--- config.mk ---
export PLATFORM = sky130hd
export DESIGN_NAME = e203_ifu_flush_rsp
export DESIGN_NICKNAME = d
export VERILOG_FILES = /design/src/rtl/e203_ifu_flush_rsp.sv
export SDC_FILE = /design/constraint.sdc
export NUM_CORES = 1
export LEC_CHECK = 0
export CORE_ASPECT_RATIO = 2
export CORE_MARGIN = 2
export CORE_UTILIZATION = 47
export DETAILED_ROUTE_END_ITERATION = 10
export PLACE_DENSITY = 0.95
export SYNTH_ARGS = -nofsm -noshare
export SYNTH_HDL_FRONTEND = slang
export SYNTH_SLANG_ARGS = --single-unit
--- constraint.sdc ---
create_clock -name clk -period 4.7 [get_ports clk]
set_input_delay 0.705 -clock clk [delete_from_list [all_inputs] [get_ports clk]]
set_output_delay 0.705 -clock clk [all_outputs]
set_load 0.01 [all_outputs]
--- src/rtl/e203_ifu_flush_rsp.sv ---
// IFU flush responder: accepts a pipeline flush, drains stale fetch responses,
// then issues the redirect PC. Build macro E203_IFU_FLUSH_PC_DIRECT_EN selects the precomputed target.
module e203_ifu_flush_rsp #(
   parameter int E203_PC_SIZE = 32
) (
   input  logic                    clk,
   input  logic                    rst_n,
   input  logic                    pipe_flush_req,
   input  logic [E203_PC_SIZE-1:0] pipe_flush_add_op1,
   input  logic [E203_PC_SIZE-1:0] pipe_flush_add_op2,
   input  logic [E203_PC_SIZE-1:0] pipe_flush_pc,
   output logic                    pipe_flush_ack,
   input  logic                    ifu_req_hsked,
   input  logic                    ifu_rsp_hsked,
   output logic                    fetch_halt,
   output logic                    rsp_discard,
   output logic                    flush_pc_vld,
   output logic [E203_PC_SIZE-1:0] flush_pc,
   input  logic                    flush_pc_rdy,
   output logic [1:0]              dbg_state_o,
   output logic [1:0]              dbg_cnt_o
);

   // Handshake rule: a redirect transfers on a cycle where flush_pc_vld and
   // flush_pc_rdy are both high; flush_pc holds steady while vld waits for rdy.
   // dbg_state_o encoding: 0 = IDLE, 1 = DRAIN, 2 = ISSUE.
   typedef enum logic [1:0] {
      ST_IDLE  = 2'd0,
      ST_DRAIN = 2'd1,
      ST_ISSUE = 2'd2
   } state_e;

   state_e                  state_q;
   logic [1:0]              cnt_q, cnt_d;
   logic [E203_PC_SIZE-1:0] flush_pc_q, target_d;
   logic                    halt_q, discard_q, vld_q;
   logic                    ack;

   always_comb begin
      cnt_d = cnt_q;
      if (ifu_req_hsked && !ifu_rsp_hsked && (cnt_q != 2'd2)) begin
         cnt_d = cnt_q + 2'd1;
      end else if (ifu_rsp_hsked && !ifu_req_hsked && (cnt_q != 2'd0)) begin
         cnt_d = cnt_q - 2'd1;
      end
   end

`ifdef E203_IFU_FLUSH_PC_DIRECT_EN
   logic unused_add_ops;
   assign unused_add_ops = ^{pipe_flush_add_op1, pipe_flush_add_op2};
   assign target_d       = pipe_flush_pc;
`else
   logic unused_direct_pc;
   assign unused_direct_pc = ^pipe_flush_pc;
   // Carry out of the top bit is dropped: the target wraps modulo 2^E203_PC_SIZE.
   assign target_d         = pipe_flush_add_op1 + pipe_flush_add_op2;
`endif

   // Ack is gated by rst_n so it stays low for the whole reset assertion.
   assign ack = rst_n && (state_q == ST_IDLE) && pipe_flush_req;

   always_ff @(posedge clk or negedge rst_n) begin
      if (!rst_n) begin
         state_q    <= ST_IDLE;
         cnt_q      <= 2'd0;
         flush_pc_q <= '0;
         halt_q     <= 1'b0;
         discard_q  <= 1'b0;
         vld_q      <= 1'b0;
      end else begin
         cnt_q <= cnt_d;
         case (state_q)
            ST_IDLE: begin
               if (ack) begin
                  flush_pc_q <= target_d;
                  halt_q     <= 1'b1;
                  if (cnt_d != 2'd0) begin
                     state_q   <= ST_DRAIN;
                     discard_q <= 1'b1;
                     vld_q     <= 1'b0;
                  end else begin
                     state_q   <= ST_ISSUE;
                     discard_q <= 1'b0;
                     vld_q     <= 1'b1;
                  end
               end
            end
            ST_DRAIN: begin
               if (cnt_d == 2'd0) begin
                  state_q   <= ST_ISSUE;
                  discard_q <= 1'b0;
                  vld_q     <= 1'b1;
               end
            end
            ST_ISSUE: begin
               if (vld_q && flush_pc_rdy) begin
                  state_q <= ST_IDLE;
                  halt_q  <= 1'b0;
                  vld_q   <= 1'b0;
               end
            end
            default: begin
               state_q   <= ST_IDLE;
               halt_q    <= 1'b0;
               discard_q <= 1'b0;
               vld_q     <= 1'b0;
            end
         endcase
      end
   end

   assign pipe_flush_ack = ack;
   assign fetch_halt     = halt_q;
   assign rsp_discard    = discard_q;
   assign flush_pc_vld   = vld_q;
   assign flush_pc       = flush_pc_q;
   assign dbg_state_o    = state_q;
   assign dbg_cnt_o      = cnt_q;

endmodule

==> flow_summary.toml, run 1 <==
[outcome]
run_status = "complete, no violations"

[clock_network]
cts_buffers = 5
cts_buffer_depth = 2
cts.repair.resized = 0
cts_max_level = 2
cts_tree = "done"
clock_latency_ps = 280
numClockSinks = 38
cts.reportedPaths.clkPinSlew_ps = 60
root_buffer = "clkbuf_16"
postCtsSetupBuffers = 0
ctsHoldBuffers = 0

[cells_and_area]
num_antenna_cells = 0
fin_area_mm2 = 0.00468
final_layout_size_suffix_gt1_share_pct = 4.48
n_fill_cell = 546
syn_to_final_growth_pct = 38.1
fin_nets = 648

[logic_synthesis]
synth_commonest_cells = "nand2_1 (53), dfrtp_1 (38), a21oi_1 (36), o21ai_0 (36), ha_1 (33)"
avgSynthCellArea_um2 = 8.18
ys_seq_elements = 38
yosysSeqAreaShare_pct = 28.1
synth_edf_count = 0
syn_nets = 550
yosysMostFrequentCell = "nand2_1"
yosys.area.top_type_share_pct = 28.1
synthCells = 414
synthTopCellsByArea = "dfrtp_1 (28%), ha_1 (12%), nand2_1 (5.9%)"
yosys_warnings = 0
synth_area_mm2 = 0.00339
ys_types = 62
synth_top_area_cell = "dfrtp_1"
synthArstFlopShare_pct = 100
synth_ff_type = "dfrtp_1"

[sta]
hold_violations = 0
period_share_pct = 72.2
worst_slew_pin_slew_ps = 643
finalMaxSlewViolations = 0
tns_ps = 0
relSlewSlack_pct = 56.7
setup_viol = 0
holdWs_ps = 481
max_freq_ghz = 0.295
rsz0062_at_grt = "no"
skew_ps = 4.10
min_period_ps = 3400

[power_and_ir_drop]
p_leak_nw = 2.03
peakVddDrop_v = 0.000232
power_density_mw_per_mm2 = 434

[die]
num_rows = 43
initial_core_util_pct = 48.8
dieArea_mm2 = 0.00795
die_w_um = 64.0
coreArea_mm2 = 0.00694
fp.dieH_um = 124
top_level_ports = 142

[hold_path]
hp-class = "flop to flop"

[worst_setup_path]
cp-end-kind = "flop"
crit_chain = "clkdlybuf4s50_1 > ha_1 > fa_1 > a21o_1 > a21oi_1 > o21ai_1 > a21boi_0 > o21a_1 > xor2_1 > o21ai_0"
path_max_fanout = 4
crit_required_ps = 4840
cp-start-kind = "primary input"
critPathSlowestCell = "a21boi_0"
max_stage_delay_ps = 570
crit_type = "primary input to flop"
cp.arrival_ps = 3540
critPathTopFamily = "compound AO/OA/AOI/OAI gates"
critPathBufInv = 1

[drt]
wl_met1_mm = 3.44
drt_wl_total_mm = 10.3
wl_per_cell_um = 17.1
wl_met3_um = 403
drtPass1Iterations = 5
wl_met2_mm = 5.87
drt_iter0_markers = 184
viasPerCell = 6.00
ant_nets = 0
num_vias = 3617
remaining_drc_errors = 0
top_layer = "met4"

[global_route]
grt_max_degree = 61
grt.total_usage_pct = 26.8
antenna_found_initial = 0
first_global_vias = 3724
gr-total-overflow = 0
grt_first_pass_wirelength_mm = 16.6

[placement]
place.gp.congestion = 0.938
hpwl_mm = 8.18
portBuffers = 109
dpl_cell_area_mm2 = 0.00449

[job]
max_cap_viol_count = 0
## state kept, by name (all words and copies together), names as in the netlist
| signal | count |
|---|---|
| flush_pc | 32 |
| dbg_cnt_o | 2 |
| fetch_halt | 1 |
| dbg_state_o | 2 |
| rsp_discard | 1 |
## area by class of cell
| type | instances | area (um2) | area share, % |
|---|---|---|---|
| tap | 90 | 113 | 2.41 |
| multi-input combinational | 343 | 2270 | 48.5 |
| sequential | 38 | 951 | 20.3 |
| timing repair buffer | 112 | 1110 | 23.7 |
| clock inverter | 3 | 68.8 | 1.47 |
| inverter | 12 | 45.0 | 0.962 |
| clock buffer | 5 | 125 | 2.67 |
## stage by stage
step	setup slack, ps	util [%]	instances	power, W
detailed placement	1060	64.6	595	0.00159
CTS	1310	67.4	603	0.00204
global route	1190	67.4	603	0.00215
global placement	1090	64.6	595	0.00155
finish	1300	67.4	603	0.00203
floorplan	1880	-	414	0.00107
## tightest hold or removal path, stage by stage (launching register included)
cell	delay [ps]
dfrtp_1	340
nand2_1	40
o21ai_0	60
## cell families (layout without fill, tap and decap cells)
logic type | Yosys count | in the layout | synth area share [%]
compound gates | 142 | 142 | 27.0
buf+inv | 33 | 132 | 5.02
xor+xnor | 20 | 20 | 5.17
flops | 38 | 38 | 28.1
simple gates | 143 | 143 | 20.7
fa+ha+maj | 34 | 34 | 12.8
mux | 4 | 4 | 1.22
## path summary, 6_finish.rpt
| path | start | to | slack, ps | cells after the start |
|---|---|---|---|---|
| worst max-delay path | pipe_flush_add_op1[0] | flush_pc[18]$_DFFE_PN0P_ | 1300 | 10 |
| worst min-delay path | flush_pc[3]$_DFFE_PN0P_ | flush_pc[3]$_DFFE_PN0P_ | 480 | 2 |
| worst max register to register | dbg_state_o[1]$_DFFE_PN0P_ | flush_pc[24]$_DFFE_PN0P_ | 2810 | 5 |
| worst min register to register | flush_pc[3]$_DFFE_PN0P_ | flush_pc[3]$_DFFE_PN0P_ | 480 | 2 |
| max in group asynchronous | rst_n | flush_pc[6]$_DFFE_PN0P_ | 3760 | 2 |
| min in group asynchronous | rst_n | flush_pc[25]$_DFFE_PN0P_ | 560 | 2 |
## placed cells by master (no fill, tap or decap), types with 4 or more instances in the layout
cell type,count
a21o_1,21
nor3b_1,6
xnor2_1,12
o211ai_1,5
o21ai_0,36
inv_1,11
o31ai_1,4
or3_1,5
a31oi_1,5
nor2_1,21
dfrtp_1,38
o21a_1,4
xor2_1,8
nand4_1,11
clkbuf_16,5
nand3_1,16
ha_1,33
a21oi_1,36
clkdlybuf4s50_1,108
nand2_1,52
nor3_1,11
nor2b_1,5
## where the power goes
group / total, W / internal, W / switching [W]
Combinational: 0.000998 / 0.000519 / 0.000479
Clock: 0.000445 / 0.000305 / 0.000140
Sequential: 0.000589 / 0.000484 / 0.000105
## per-layer routing
| layer | GRT usage (%) | vias to the layer above |
|---|---|---|
| met4 | 17.9 | 0 |
| met5 | 0 | - |
| met3 | 2.71 | 46 |
| met1 | 25.6 | 1703 |
| li1 | - | 1722 |
| met2 | 52.3 | 146 |
Note: power is estimated with default switching activity, not from simulation.
==> run 2: changes to the inputs <==
Settings changed: CORE_UTILIZATION 47 to 44, PLACE_DENSITY 0.95 to 0.91.
Clock period 4.7 ns to 3.45 ns, I/O delays scaled along.
==> run 2 against run 1 <==
Effect of this change: combinational power up 37%; global-route usage is 1.1 points lower; wire length grew 2.1%; clock skew up 0.99 ps; critical path type unchanged; critical endpoint is now flush_pc[28]$_DFFE_PN0P_; largest cell class unchanged.
==> flow_summary.toml, run 2 (same netlist as run 1, synthesis figures left out) <==
[outcome]
run_status = "complete, no violations"

[worst_setup_path]
crit_start = "pipe_flush_add_op1[0]"
path_max_fanout = 4
cp-start-kind = "primary input"
max_stage_delay_ps = 410
cp.arrival_ps = 3170
crit_top_cell = "o21ai_1"
rr_endpoint = "flush_pc[24]$_DFFE_PN0P_"
r2r-start = "dbg_state_o[1]$_DFFE_PN0P_"
crit_required_ps = 3620
crit_chain = "clkdlybuf4s50_1 > ha_1 > fa_1 > a21o_1 > a21oi_1 > o21ai_1 > a311oi_2 > o31ai_2 > a2111oi_2 > o21ai_1"
r2r_cells = 6
cp-end-kind = "flop"
critPathSlowestCell = "fa_1"
crit_type = "primary input to flop"
reg2reg_slack_ps = 1600

[sta]
finalMaxSlewViolations = 0
rsz0062_at_grt = "no"
worst_slew_pin_slew_ps = 585
setup_viol = 0
tns_ps = 0
max_freq_ghz = 0.333
relSlewSlack_pct = 60.7
holdWs_ps = 382
skew_ps = 5.09
hold_violations = 0
min_period_ps = 3010
period_share_pct = 87.1

[power_and_ir_drop]
p_total_w = 0.00271
switchingPower_w = 0.000987
internal_power_w = 0.00173
p_seq_share_pct = 29.5
p_leak_nw = 2.03
sw_frac_of_total_pct = 36.4
power_frac_comb_pct = 50.3
power_density_mw_per_mm2 = 580
peakVddDrop_v = 0.000314
power.share.clock_pct = 20.2

[cells_and_area]
num_antenna_cells = 0
multiInputGateArea_mm2 = 0.00227
fin_area_mm2 = 0.00468
final_common_cell = "clkdlybuf4s50_1"
seqCellArea_um2 = 951
n_fill_cell = 683
final_cell_mix = "clkdlybuf4s50_1 (108), nand2_1 (52), dfrtp_1 (38)"
fin_nets = 650
largest_reg_flops = 32
final_layout_size_suffix_gt1_share_pct = 4.67
syn_to_final_growth_pct = 38.0

[placement]
place.gp.congestion = 0.959
portBuffers = 109
dpl_cell_area_mm2 = 0.00451
hpwl_mm = 8.11

[global_route]
use_met1_pct = 25.0
grt.total_usage_pct = 25.7
grtUsageMet2_pct = 49.1
gr-total-overflow = 0
grt_max_degree = 61
grt_first_pass_wirelength_mm = 17.0
antenna_found_initial = 0
first_global_vias = 3747
grtUsageMet3_pct = 3.34
busiest_layer = "met2"

[drt]
wl_per_cell_um = 17.3
ant_nets = 0
viasPerCell = 6.03
num_vias = 3668
drtPass1Iterations = 6
drt_iter0_markers = 269
drt_wl_total_mm = 10.5
remaining_drc_errors = 0

[job]
max_cap_viol_count = 0

[die]
initial_core_util_pct = 44.9
dieArea_mm2 = 0.00846
die_w_um = 66.1
fp.dieH_um = 128
top_level_ports = 142
coreArea_mm2 = 0.00754
num_rows = 45

[clock_network]
cts_max_level = 2
numClockSinks = 38
postCtsSetupBuffers = 0
root_buffer = "clkbuf_16"
cts_buffer_depth = 2
cts_buffers = 5
clock_latency_ps = 290
ctsHoldBuffers = 0
cts_tree = "done"
cts.repair.resized = 0
cts.reportedPaths.clkPinSlew_ps = 60

[hold_path]
hp-class = "primary input to async pin"
## run 2: cell types whose count changed in the layout (fill, tap and decap cells not counted), sizes merged
| cell | change |
|---|---|
| buf | +2 |
| clkinv | -1 |
| clkbuf | +1 |
| bufinv | -1 |
## run 2: power groups by stage
stage | clock network [W] | registers (W) | logic, W
after floorplan | 0 | 0.000884 | 0.000574
after global placement | 0 | 0.000794 | 0.00132
after detailed placement | 0 | 0.000806 | 0.00136
after CTS | 0.000549 | 0.000799 | 0.00137
after global routing | 0.000568 | 0.000823 | 0.00148
final | 0.000547 | 0.000801 | 0.00137
## run 2: worst max-delay path by stage
stage,to,depth (start not counted)
floorplan,flush_pc[28]$_DFFE_PN0P_,9
global placement,flush_pc[28]$_DFFE_PN0P_,10
detailed placement,flush_pc[28]$_DFFE_PN0P_,10
CTS,flush_pc[28]$_DFFE_PN0P_,10
global route,flush_pc[30]$_DFFE_PN0P_,11
finish,flush_pc[28]$_DFFE_PN0P_,10
## run 2: critical path: cells and delay by family
| kind | cells | cell delay (ps) |
|---|---|---|
| fa+ha+maj | 2 | 640 |
| buf+inv | 1 | 400 |
| compound gates | 7 | 1610 |
## run 2: area by class of cell
cell class              instances  area share (%)
clock buffers                   6            2.97
clock inverters                 1           0.642
inverters                      12           0.963
multi-input cells             343            48.5
flip-flops and latches         38            20.3
well taps                      94            2.52
repair buffers                114            24.0
## run 2: metal layers
| layer | vias to the layer above | wire length (um) |
|---|---|---|
| met2 | 180 | 5930 |
| met4 | 0 | 602 |
| met3 | 45 | 495 |
| met5 | - | 0 |
| met1 | 1711 | 3520 |
| li1 | 1732 | - |
## run 2: per-stage QoR
stage	setup WS [ps]	utilization (%)	std cells
finish	445	62.0	608
global route	326	62.0	608
CTS	481	62.0	608
detailed placement	184	59.7	601
global placement	229	59.7	601
floorplan	813	-	414
==> run 3: changes to the inputs <==
Settings changed: CORE_UTILIZATION 44 to 40, PLACE_DENSITY 0.91 to 0.88.
Clock period 3.45 ns to 2.7 ns, I/O delays scaled along.
==> run 3 against run 2 <==
Effect of this change: sequential cell count unchanged; non-clock buffer count rose by 53; critical path depth decreased by 1; core utilization increased by 1.1 points; sequential share of layout area decreased by 2.0 points; highest routed layer unchanged; sequential power grew 29%; first-iteration DRC count increased by 6.3%; critical path type unchanged; via count up 4.7%.
==> flow_summary.toml, run 3 (same netlist as run 1, synthesis figures left out) <==
[sta]
min_period_ps = 2600
max_freq_ghz = 0.384
setup_viol = 0
period_share_pct = 96.4
tns_ps = 0
relSlewSlack_pct = 64.6
skew_ps = 6.10
worst_slew_pin_slew_ps = 531
finalMaxSlewViolations = 0
rsz0062_at_grt = "no"
holdWs_ps = 204
hold_violations = 0

[worst_setup_path]
crit_type = "primary input to flop"
r2r_cells = 7
crit_required_ps = 2870
cp-end-kind = "flop"
reg2reg_slack_ps = 870
cp-start-kind = "primary input"
cp.arrival_ps = 2770
path_max_fanout = 4

[die]
dieArea_mm2 = 0.00927
initial_core_util_pct = 41.2
top_level_ports = 142
num_rows = 47
die_w_um = 69.1
fp.dieH_um = 134
coreArea_mm2 = 0.00823

[global_route]
grt.total_usage_pct = 23.5
gr-total-overflow = 0
grt_first_pass_wirelength_mm = 17.8
grt_max_degree = 41
antenna_found_initial = 0
first_global_vias = 3901

[clock_network]
cts.reportedPaths.clkPinSlew_ps = 60
cts_buffers = 5
clock_latency_ps = 280
cts_max_level = 2
cts_tree = "done"
ctsHoldBuffers = 0
numClockSinks = 38
cts_buffer_depth = 2
root_buffer = "clkbuf_16"

[cells_and_area]
final_cell_mix = "clkdlybuf4s50_1 (105), buf_4 (58), nand2_1 (52)"
fin_nets = 703
final_common_cell = "clkdlybuf4s50_1"
final_layout_size_suffix_gt1_share_pct = 16.2
num_antenna_cells = 0
largest_reg_flops = 32
syn_to_final_growth_pct = 53.2

[drt]
viasPerCell = 5.76
remaining_drc_errors = 0
ant_nets = 0
num_vias = 3839
wl_per_cell_um = 16.5
drtPass1Iterations = 5
drt_iter0_markers = 286
drt_wl_total_mm = 11.0

[power_and_ir_drop]
peakVddDrop_v = 0.000348
power.share.clock_pct = 21.6
power_frac_comb_pct = 50.4
p_leak_nw = 2.34
power_density_mw_per_mm2 = 712
internal_power_w = 0.00240
sw_frac_of_total_pct = 35.1
switchingPower_w = 0.00130
p_seq_share_pct = 28.0

[hold_path]
hp-class = "primary input to async pin"

[placement]
hpwl_mm = 8.68
place.gp.congestion = 0.914
portBuffers = 109

[outcome]
run_status = "complete, no violations"

[job]
max_cap_viol_count = 0
## run 3: routing by layer
metal  track usage (%)  routed length [um]  vias up
li1                  -                   -     1833
met1              22.1                3760     1821
met2              47.1                6240      139
met3              3.46                 467       46
met4              12.3                 553        0
met5                 0                   0        -
## run 3: final timing paths
kind / from / to
worst max-delay path: pipe_flush_add_op2[9] / flush_pc[28]$_DFFE_PN0P_
worst min-delay path: rst_n / flush_pc[1]$_DFFE_PN0P_
worst max register to register: dbg_cnt_o[0]$_DFF_PN0_ / rsp_discard$_DFFE_PN0P_
worst min register to register: flush_pc[23]$_DFFE_PN0P_ / flush_pc[23]$_DFFE_PN0P_
max in group asynchronous: rst_n / flush_pc[29]$_DFFE_PN0P_
min in group clk: flush_pc[23]$_DFFE_PN0P_ / flush_pc[23]$_DFFE_PN0P_
## run 3: critical path: stages
cell and delay (ps):
clkdlybuf4s50_1 520, ha_4 230, and3_4 170, and2_4 150, a221o_1 370, a311oi_2 300
o31ai_2 150, a2111oi_2 380, o21ai_1 90
## run 3: per-stage QoR
step                      cells  cell area [um2]  power [W]  utilization [%]  setup slack [ps]
after global routing        666             5190    0.00391             63.1              13.8
after floorplan             414             3390    0.00186                -               176
after global placement      655             4890    0.00280             59.4              -328
after detailed placement    655             4890    0.00287             59.4              -389
after CTS                   663             5110    0.00368             62.1              6.41
final                       666             5190    0.00370             63.1              97.1
## run 3: cell type report
class	count	area, um2
Clock buffer	6	139
Clock inverter	2	60.1
Fill cell	724	3040
Inverter	12	45.0
Multi-Input combinational cell	343	2350
Sequential cell	38	951
Tap cell	98	123
Timing Repair Buffer	167	1530
## run 3: timing repair
item                                    in CTS  in global routing
hold endpoints to repair                     0                  0
setup buffers                                0                  3
gates resized for setup                      5                 19
endpoints found under the setup margin       7                 12
pin swaps                                    2                 10
## run 3: power groups by stage
| stage | logic (W) | registers [W] | clock network [W] |
|---|---|---|---|
| 3_3_place_gp | 0.00177 | 0.00102 | 0 |
| 2_1_floorplan | 0.000733 | 0.00113 | 0 |
| 4_1_cts | 0.00185 | 0.00103 | 0.000806 |
| 6_report | 0.00186 | 0.00103 | 0.000800 |
| 3_5_place_dp | 0.00183 | 0.00104 | 0 |
| 5_1_grt | 0.00202 | 0.00106 | 0.000832 |
